[src/rtl/tt_um_hu8785_countdown_timer_pkg.sv]
// Shared types and constants for the countdown timer tile: FSM state encoding,
// counter widths and the TinyTapeout pin map.
package tt_um_hu8785_countdown_timer_pkg;

  localparam int CNT_W = 6;
  localparam int DIV_W = 4;

  typedef enum logic [1:0] {
    ST_IDLE   = 2'd0,
    ST_RUN    = 2'd1,
    ST_PAUSED = 2'd2,
    ST_DONE   = 2'd3
  } state_e;

  localparam int UI_START   = 0;
  localparam int UI_PAUSE   = 1;
  localparam int UI_RELOAD  = 2;
  localparam int UI_ABORT   = 3;
  localparam int UI_DIV_LSB = 4;

  localparam logic [7:0] UIO_OE_VAL = 8'hC0;

  // IDLE and DONE both accept a new start; RUN and PAUSED ignore it.
  function automatic logic accepts_start(input state_e s);
    return (s == ST_IDLE) || (s == ST_DONE);
  endfunction

endpackage

[src/rtl/tt_um_hu8785_countdown_timer_if.sv]
// Control/handshake bundle between the timer FSM (master) and its prescaler (slave).
interface tt_um_hu8785_countdown_timer_if;
  import tt_um_hu8785_countdown_timer_pkg::*;

  logic             run;
  logic             clear;
  logic [DIV_W-1:0] div_sel;
  logic             tick;

  modport master (output run, output clear, output div_sel, input tick);
  modport slave  (input run, input clear, input div_sel, output tick);

endinterface

[src/rtl/tt_um_hu8785_countdown_timer_prescaler.sv]
// Prescaler: counts while run is high and raises tick when the count reaches div_sel,
// giving a tick every div_sel+1 running clocks.
module tt_um_hu8785_countdown_timer_prescaler
  import tt_um_hu8785_countdown_timer_pkg::*;
(
  input  logic                              clk,
  input  logic                              rst_n,
  tt_um_hu8785_countdown_timer_if.slave     bus
);

  logic [DIV_W-1:0] presc_q;
  logic [DIV_W-1:0] presc_d;
  logic             tick;

  // '>=' rather than '==' so a live drop of div_sel below the count still ticks at once.
  always_comb begin
    tick    = bus.run && (presc_q >= bus.div_sel);
    presc_d = presc_q;
    if (bus.clear) begin
      presc_d = '0;
    end else if (tick) begin
      presc_d = '0;
    end else if (bus.run) begin
      presc_d = presc_q + 1'b1;
    end
  end

  assign bus.tick = tick;

  always_ff @(posedge clk) begin
    if (!rst_n) begin
      presc_q <= '0;
    end else begin
      presc_q <= presc_d;
    end
  end

endmodule

[src/rtl/tt_um_hu8785_countdown_timer.sv]
// Loadable 6-bit countdown timer with prescaler, pause, abort and auto-reload.
// TinyTapeout top: every output comes straight from a register.
module tt_um_hu8785_countdown_timer
  import tt_um_hu8785_countdown_timer_pkg::*;
(
  input  logic       clk,
  input  logic       rst_n,
  input  logic [7:0] ui_in,
  output logic [7:0] uo_out,
  input  logic [7:0] uio_in,
  output logic [7:0] uio_out,
  output logic [7:0] uio_oe,
  input  logic       ena
);

  logic             start_i;
  logic             pause_i;
  logic             reload_i;
  logic             abort_i;
  logic [DIV_W-1:0] div_sel_i;
  logic [CNT_W-1:0] load_i;

  assign start_i   = ui_in[UI_START];
  assign pause_i   = ui_in[UI_PAUSE];
  assign reload_i  = ui_in[UI_RELOAD];
  assign abort_i   = ui_in[UI_ABORT];
  assign div_sel_i = ui_in[UI_DIV_LSB +: DIV_W];
  assign load_i    = uio_in[CNT_W-1:0];

  logic unused_pins;
  assign unused_pins = &{1'b0, ena, uio_in[7:CNT_W]};

  state_e           state_q;
  logic [CNT_W-1:0] count_q;
  logic             start_q;
  logic             tick_q;
  logic             zero_q;
  logic             done_q;
  logic             busy_q;
  logic             start_edge;

  assign start_edge = start_i & ~start_q;

  tt_um_hu8785_countdown_timer_if presc_bus ();

  // Pause and abort outrank the tick, so the prescaler simply does not run that cycle.
  assign presc_bus.run     = (state_q == ST_RUN) & ~abort_i & ~pause_i;
  assign presc_bus.clear   = abort_i | (start_edge & accepts_start(state_q));
  assign presc_bus.div_sel = div_sel_i;

  tt_um_hu8785_countdown_timer_prescaler u_prescaler (
    .clk   (clk),
    .rst_n (rst_n),
    .bus   (presc_bus.slave)
  );

  always_ff @(posedge clk) begin
    if (!rst_n) begin
      state_q <= ST_IDLE;
      count_q <= '0;
      start_q <= 1'b0;
      tick_q  <= 1'b0;
      zero_q  <= 1'b0;
      done_q  <= 1'b0;
      busy_q  <= 1'b0;
    end else begin
      start_q <= start_i;
      tick_q  <= 1'b0;
      zero_q  <= 1'b0;
      if (abort_i) begin
        state_q <= ST_IDLE;
        count_q <= '0;
        done_q  <= 1'b0;
        busy_q  <= 1'b0;
      end else begin
        case (state_q)
          ST_IDLE, ST_DONE: begin
            if (start_edge) begin
              count_q <= load_i;
              if (load_i != '0) begin
                state_q <= ST_RUN;
                busy_q  <= 1'b1;
                done_q  <= 1'b0;
              end else begin
                state_q <= ST_DONE;
                busy_q  <= 1'b0;
                zero_q  <= 1'b1;
                done_q  <= 1'b1;
              end
            end
          end
          ST_RUN: begin
            if (pause_i) begin
              state_q <= ST_PAUSED;
            end else if (presc_bus.tick) begin
              tick_q <= 1'b1;
              if (count_q > CNT_W'(1)) begin
                count_q <= count_q - 1'b1;
              end else begin
                zero_q <= 1'b1;
                if (reload_i && (load_i != '0)) begin
                  count_q <= load_i;
                end else begin
                  count_q <= '0;
                  done_q  <= 1'b1;
                  busy_q  <= 1'b0;
                  state_q <= ST_DONE;
                end
              end
            end
          end
          ST_PAUSED: begin
            if (!pause_i) begin
              state_q <= ST_RUN;
            end
          end
          default: begin
            state_q <= ST_IDLE;
            busy_q  <= 1'b0;
          end
        endcase
      end
    end
  end

  assign uo_out  = {zero_q, tick_q, count_q};
  assign uio_out = {done_q, busy_q, 6'b000000};
  assign uio_oe  = UIO_OE_VAL;

endmodule

[config.mk]
export PLATFORM = sky130hd
export DESIGN_NAME = tt_um_hu8785_countdown_timer
export DESIGN_NICKNAME = d
export VERILOG_FILES = /design/src/rtl/tt_um_hu8785_countdown_timer_pkg.sv /design/src/rtl/tt_um_hu8785_countdown_timer_if.sv /design/src/rtl/tt_um_hu8785_countdown_timer_prescaler.sv /design/src/rtl/tt_um_hu8785_countdown_timer.sv
export SDC_FILE = /design/constraint.sdc
export NUM_CORES = 1
export LEC_CHECK = 0
export CORE_ASPECT_RATIO = 1.4
export CORE_MARGIN = 3
export CORE_UTILIZATION = 45
export DETAILED_ROUTE_END_ITERATION = 6
export PLACE_DENSITY = 0.78
export RECOVER_POWER = 25
export SLEW_MARGIN = 20
export SYNTH_ARGS = -nofsm -noshare
export SYNTH_HDL_FRONTEND = slang
export SYNTH_SLANG_ARGS = --single-unit
[constraint.sdc]
create_clock -name clk -period 2.6 [get_ports clk]
set_input_delay 0.26 -clock clk [delete_from_list [all_inputs] [get_ports clk]]
set_output_delay 0.26 -clock clk [all_outputs]
set_load 0.05 [all_outputs]
==> impl_metrics.ini, run 1 <==
[die]
start_util_pct = 48.13
io_pins = 43
dieWidth_um = 51.16
core_um2 = 2670
die-height_um = 69.23
die_area_um2 = 3542
fp-row-count = 22

[clocking]
cts_setup_buffers = 0
cts.path.max_buffers = 2
postCtsHoldBufs = 0
cts_made_buffers = 3
cts_tree = yes
cts_max_level = 1
clkTransAtPathRegs_ns = 0.10
cts.sinks = 17
ctsResizeCount = 0
clock_insertion_delay_worst_skew_ns = 0.28
cts-root-buf = clkbuf_4

[logic_synthesis]
synth_seq_area_share_pct = 26.48
ys_seq_elements = 17
synth_edf_count = 0
synth_common_cells = buf_4 (20), dfxtp_1 (17), inv_1 (10), nor2_1 (10)
netlist_area_um2 = 1285
ys.flop_type = dfxtp_1
netlist.area_leader.share_pct = 26.48
synth_cell_type_count = 47
yosys_warnings = 0
synth_area_leader_cell = dfxtp_1
syn_area_per_cell_um2 = 8.510
synthCells = 151
synth.most_common_cell = buf_4
async_flop_share_pct = 0
ys_top_cells_by_area = dfxtp_1 (26%), buf_4 (12%), ha_1 (8.8%), a32o_1 (3.1%), and2_1 (2.9%)

[route]
wirelength_um = 2762
wl_per_cell_um = 13.47
drt_pre_antenna_iters = 4
drt_drc_violations_left = 0
ant_nets = 0
via_per_inst = 5.215
drt_iter0_drc = 50
num_vias = 1069

[setup_path]
crit_path_end_kind = register
worst_setup_path_start_kind = primary input
r2r_start = state_q[1]$_SDFFE_PP0P_
path_class = primary input to register
crit_required_ns = 2.79
critPathArrivalTime_ns = 2.31
rr_endpoint = state_q[0]$_SDFFE_PP0P_
rr_worst_depth = 7
crit_fanout = 8
r2r_slack_ns = 0.51

[placed_design]
io_buffers = 25
dp_hpwl_um = 2181
dpl_cell_area_um2 = 1466
routabilityCongestion = 0.8068
dp.cells = 201

[sta]
rsz0062_at_grt = no
fin_crit_sh_pct = 81.55
tightestPinTransition_ns = 0.6373
period_needed_ns = 2.120
setup-tns-final_ns = 0
finClkSkew_ns = 0.0008721
setup-violations-final = 0
maxSlewHeadroom_pct = 57.43
fmax_mhz = 471.6
hold_violations = 0
slew_viol_final = 0

[final_layout]
num-nets-final = 198
fin_util_pct = 55.76
stdcell_area_um2 = 1489
drive_gt1_share_pct = 8.876
fill_cells = 268
n_antenna_cell = 0
area_delta_synth_final_pct = 15.87
fin_cells = 205

[worst_hold_path]
hold_start = done_q$_SDFFE_PP0P_
hold_path_class = register to register
hold_depth = 2
holdPathEnd = done_q$_SDFFE_PP0P_

[power_and_ir_drop]
peakVddDrop_mv = 0.2426
design_power_total_mw = 0.6397
leakage_nw = 0.6119
cellPowerDensity_nw_per_um2 = 429.6

[grt]
grt.total_usage_pct = 16.86
grt_pass1_wl_um = 4830
overflow = 0
grt_max_degree = 11
antenna_found_initial = 0
grt_pass1_vias = 1160

[run]
maxCapViolCount = 0

[outcome]
run_status = finished, final reports clean
==> how the worst max path moves through the flow <==
stage,startpoint,endpoint,depth (start not counted)
floorplan,count_q[0]$_SDFFE_PP0P_,count_q[3]$_SDFFE_PP0P_,7
global placement,ui_in[6],count_q[2]$_SDFFE_PP0P_,8
detailed placement,ui_in[6],count_q[4]$_SDFFE_PP0P_,8
CTS,ui_in[6],count_q[4]$_SDFFE_PP0P_,8
global route,state_q[1]$_SDFFE_PP0P_,state_q[0]$_SDFFE_PP0P_,7
finish,ui_in[6],count_q[4]$_SDFFE_PP0P_,8
==> state kept, by name (all words and copies together), names as in the netlist <==
register,flops
busy_q,1
count_q,6
done_q,1
start_q,1
state_q,2
tick_q,1
u_prescaler.presc_q,4
zero_q,1
==> per-layer routing <==
layer  GRT usage [%]  vias up  part of all wire (%)
met5               0        -                     0
met4           5.988        0                  0.98
met3           2.581        4                   4.0
met2           32.14       30                    53
met1           17.72      499                    42
li1                -      536                     -
==> placed cells by master (no fill, tap or decap), drive strengths merged, types with 2 or more instances in the layout <==
cell and instances:
nor2b 3, and3 2, a211oi 2, mux2i 2
o31ai 3, clkdlybuf4s50 20, nor3b 2, nand2b 6
o21ai 5, nor3 4, xor2 2, conb 14
inv 10, a32o 4, a221oi 2, a31oi 3
nand2 10, o211ai 3, dlygate4sd3 5, clkbuf 4
and2 6, ha 9, nor2 10, dfxtp 17
a21oi 5, a21o 2
==> metrics by stage <==
step / hold WS, ns / worst slack, ns
6_report: 0.4722 / 0.4797
3_3_place_gp: 0.4611 / 0.2424
2_1_floorplan: 0.3817 / 0.4947
5_1_grt: 0.5173 / 0.3155
4_1_cts: 0.4807 / 0.4222
3_5_place_dp: 0.4660 / 0.1114
==> report_power, final <==
part | internal [mW] | switching (mW) | leakage (nW)
sequential | 0.269 | 0.00794 | 0.138
clock | 0.0596 | 0.0826 | 0.0150
combinational | 0.0727 | 0.148 | 0.459
total | 0.401 | 0.238 | 0.612
==> logic make-up after synthesis <==
group,synth area share (%)
adder cells (fa/ha/maj),8.764
other,0.5844
AO/OA/AOI/OAI,23.17
flip-flops,26.49
AND/OR/NAND/NOR,20.64
buffers and inverters,15.87
XOR/XNOR,2.045
multiplexers,2.434
==> critical path: stages <==
cell	delay (ns)
clkdlybuf4s50_1	0.45
inv_1	0.04
ha_1	0.31
a21o_1	0.18
a31oi_1	0.28
o21ai_2	0.19
and2_1	0.30
a32o_1	0.29
==> final cells by class <==
class                   count  area, um2  area share (%)
repair buffers             26      257.7           17.31
well taps                  36      45.04           3.025
inverters                  10      37.54           2.521
clock buffers               4      26.28           1.765
flip-flops and latches     17      340.3           22.86
multi-input cells         112      782.0           52.52
Note: power is estimated with default switching activity, not from simulation.
==> inputs of run 2 (changes only) <==
--- a/config.mk
+++ b/config.mk
@@ -7,9 +7,9 @@
 export LEC_CHECK = 0
 export CORE_ASPECT_RATIO = 1.4
 export CORE_MARGIN = 3
-export CORE_UTILIZATION = 45
+export CORE_UTILIZATION = 41
 export DETAILED_ROUTE_END_ITERATION = 6
-export PLACE_DENSITY = 0.78
+export PLACE_DENSITY = 0.75
 export RECOVER_POWER = 25
 export SLEW_MARGIN = 20
 export SYNTH_ARGS = -nofsm -noshare
==> constraint.sdc (replaced) <==
create_clock -name clk -period 1.71 [get_ports clk]
set_input_delay 0.171 -clock clk [delete_from_list [all_inputs] [get_ports clk]]
set_output_delay 0.171 -clock clk [all_outputs]
set_load 0.05 [all_outputs]
==> run 2 against run 1 <==
Compared with the run above:
- worst hold slack got worse by 0.11 ns
- first-iteration DRC count decreased by 62%
- worst setup slack got worse by 0.46 ns
- sequential power increased by 52%
- highest routed layer unchanged
==> impl_metrics.ini, run 2 (synthesis results as in run 1) <==
[grt]
grt_max_degree = 11
overflow = 0
antenna_found_initial = 0
grt_pass1_wl_um = 5037
grt_pass1_vias = 1227
grt.total_usage_pct = 17.11

[placed_design]
dp.cells = 220
dp_hpwl_um = 2550
dp_slack_ns = -0.3803
io_buffers = 25
routabilityCongestion = 0.7652

[die]
fp-row-count = 23
die-height_um = 72.24
core_um2 = 2935
io_pins = 43
start_util_pct = 43.78
die_area_um2 = 3851
dieWidth_um = 53.32

[power_and_ir_drop]
internal_power_mw = 0.7483
p_sw_mw = 0.4270
cellPowerDensity_nw_per_um2 = 627.9
peakVddDrop_mv = 0.4398
swShare_pct = 36.33
power.share.clock_pct = 25.8
combPwrFrac_pct = 38.5
leakage_nw = 0.7596
seq_power_share_pct = 35.7

[clocking]
postCtsHoldBufs = 0
cts.sinks = 17
cts_tree = yes
clkTransAtPathRegs_ns = 0.07
cts_max_level = 1
cts_made_buffers = 3
cts.path.max_buffers = 2
cts-root-buf = clkbuf_8
clock_insertion_delay_worst_skew_ns = 0.26

[route]
drt_iter0_drc = 19
drt_pre_antenna_iters = 4
num_vias = 1191
wl_per_cell_um = 13.84
via_per_inst = 5.201
drt_drc_violations_left = 0
wirelength_um = 3170
ant_nets = 0

[worst_hold_path]
hold_path_class = primary input to register

[final_layout]
fin_cells = 229
num-nets-final = 221
drive_gt1_share_pct = 35.94
final_cell_mix = buf_4 (20), clkdlybuf4s50_1 (17), conb_1 (14)
reg_top3 = count_q: 6 flops, u_prescaler.presc_q: 4 flops, state_q: 2 flops
final_common_cell = buf_4
fin_util_pct = 63.77
area_delta_synth_final_pct = 45.67
n_antenna_cell = 0
multiInputGateArea_um2 = 959.7
register_area_um2 = 356.6
largest_reg_flops = 6
fill_cells = 249
regMostFlops = count_q

[sta]
setup_slack_ns = 0.02106
setup-violations-final = 0
fin_crit_sh_pct = 98.77
hold_violations = 0
finClkSkew_ns = 0.002054
slew_viol_final = 0
period_needed_ns = 1.689
fmax_mhz = 592.1
tightestPinTransition_ns = 0.5986
rsz0062_at_grt = yes
maxSlewHeadroom_pct = 60.27

[setup_path]
r2r_start = u_prescaler.presc_q[0]$_SDFFE_PP0P_
critPathBufInv = 1
path_depth = 7
worst_setup_path_start_kind = register
endpoint = count_q[2]$_SDFFE_PP0P_
crit_fanout = 8
worstSetupStartpoint = u_prescaler.presc_q[0]$_SDFFE_PP0P_
critical_path.top_delay_family = compound AO/OA/AOI/OAI gates
crit_required_ns = 1.86
critPathArrivalTime_ns = 1.84
worst_path_max_delay_cell = dfxtp_2
crit_chain = inv_1 > ha_1 > nand2b_1 > a31oi_4 > o21ai_4 > and2_4 > a32o_1
rr_endpoint = count_q[2]$_SDFFE_PP0P_
r2r_slack_ns = 0.02
crit_path_end_kind = register
path_class = register to register
slowest_delay_ns = 0.32
rr_worst_depth = 7

[run]
maxCapViolCount = 0

[outcome]
run_status = finished, final reports clean
-- run 2: routing by layer --
metal  GRT usage [%]  wire length [um]  share of wire, %
met1           17.67              1136                36
met2           32.47              1824                58
met3           1.643               145               4.6
met4           8.523                63               2.0
met5               0                 0                 0
-- run 2: per-stage QoR --
step | power (mW) | instance area [um2] | hold slack [ns] | setup TNS [ns]
2_1_floorplan | 0.7315 | 1430 | 0.2927 | -0.3833
3_3_place_gp | 0.8153 | 1695 | 0.4630 | -3.983
3_5_place_dp | 0.8282 | 1695 | 0.4803 | -4.837
4_1_cts | 1.148 | 1785 | 0.3462 | -0.003055
5_1_grt | 1.226 | 1872 | 0.3712 | -0.2409
6_report | 1.175 | 1872 | 0.3638 | 0
-- run 2: worst reg2reg max path, delay by kind of cell (launching register included) --
| kind | cells | cell delay [ns] |
|---|---|---|
| AO/OA/AOI/OAI | 3 | 0.58 |
| AND/OR/NAND/NOR | 2 | 0.40 |
| flip-flops | 1 | 0.32 |
| adder cells (fa/ha/maj) | 1 | 0.25 |
| buffers and inverters | 1 | 0.04 |
-- run 2: power by group through the flow --
stage               combinational (mW)  sequential (mW)  clock (mW)
CTS                              0.416            0.421       0.311
floorplan                        0.277            0.454           0
global route                     0.482            0.422       0.323
finish                           0.453            0.420       0.303
detailed placement               0.399            0.430           0
global placement                 0.387            0.429           0
-- run 2: layout make-up --
type | instances | share of cell area (%)
multi-input cells | 113 | 51.27
repair buffers | 48 | 22.73
flip-flops and latches | 17 | 19.05
well taps | 37 | 2.473
clock buffers | 3 | 2.206
inverters | 10 | 2.005
clock inverters | 1 | 0.2674
-- run 2: how the worst min path moves through the flow --
stage | slack [ns] | cells past startpoint | end | from
6_report | 0.36 | 3 | count_q[3]$_SDFFE_PP0P_ | uio_in[3]
5_1_grt | 0.37 | 3 | count_q[3]$_SDFFE_PP0P_ | uio_in[3]
4_1_cts | 0.35 | 3 | count_q[3]$_SDFFE_PP0P_ | uio_in[3]
3_5_place_dp | 0.48 | 2 | done_q$_SDFFE_PP0P_ | done_q$_SDFFE_PP0P_
3_3_place_gp | 0.46 | 2 | done_q$_SDFFE_PP0P_ | done_q$_SDFFE_PP0P_
2_1_floorplan | 0.29 | 1 | start_q$_SDFF_PN0_ | ui_in[0]
-- run 2: timing repair --
| item | 4_1_cts | 5_1_grt |
|---|---|---|
| buffers inserted | 1 | 3 |
| cloned | 0 | 1 |
| resized for setup | 12 | 15 |
| pin swaps | 9 | 16 |
| endpoints found under the hold margin | 0 | 0 |
| endpoints found under the setup margin | 14 | 15 |
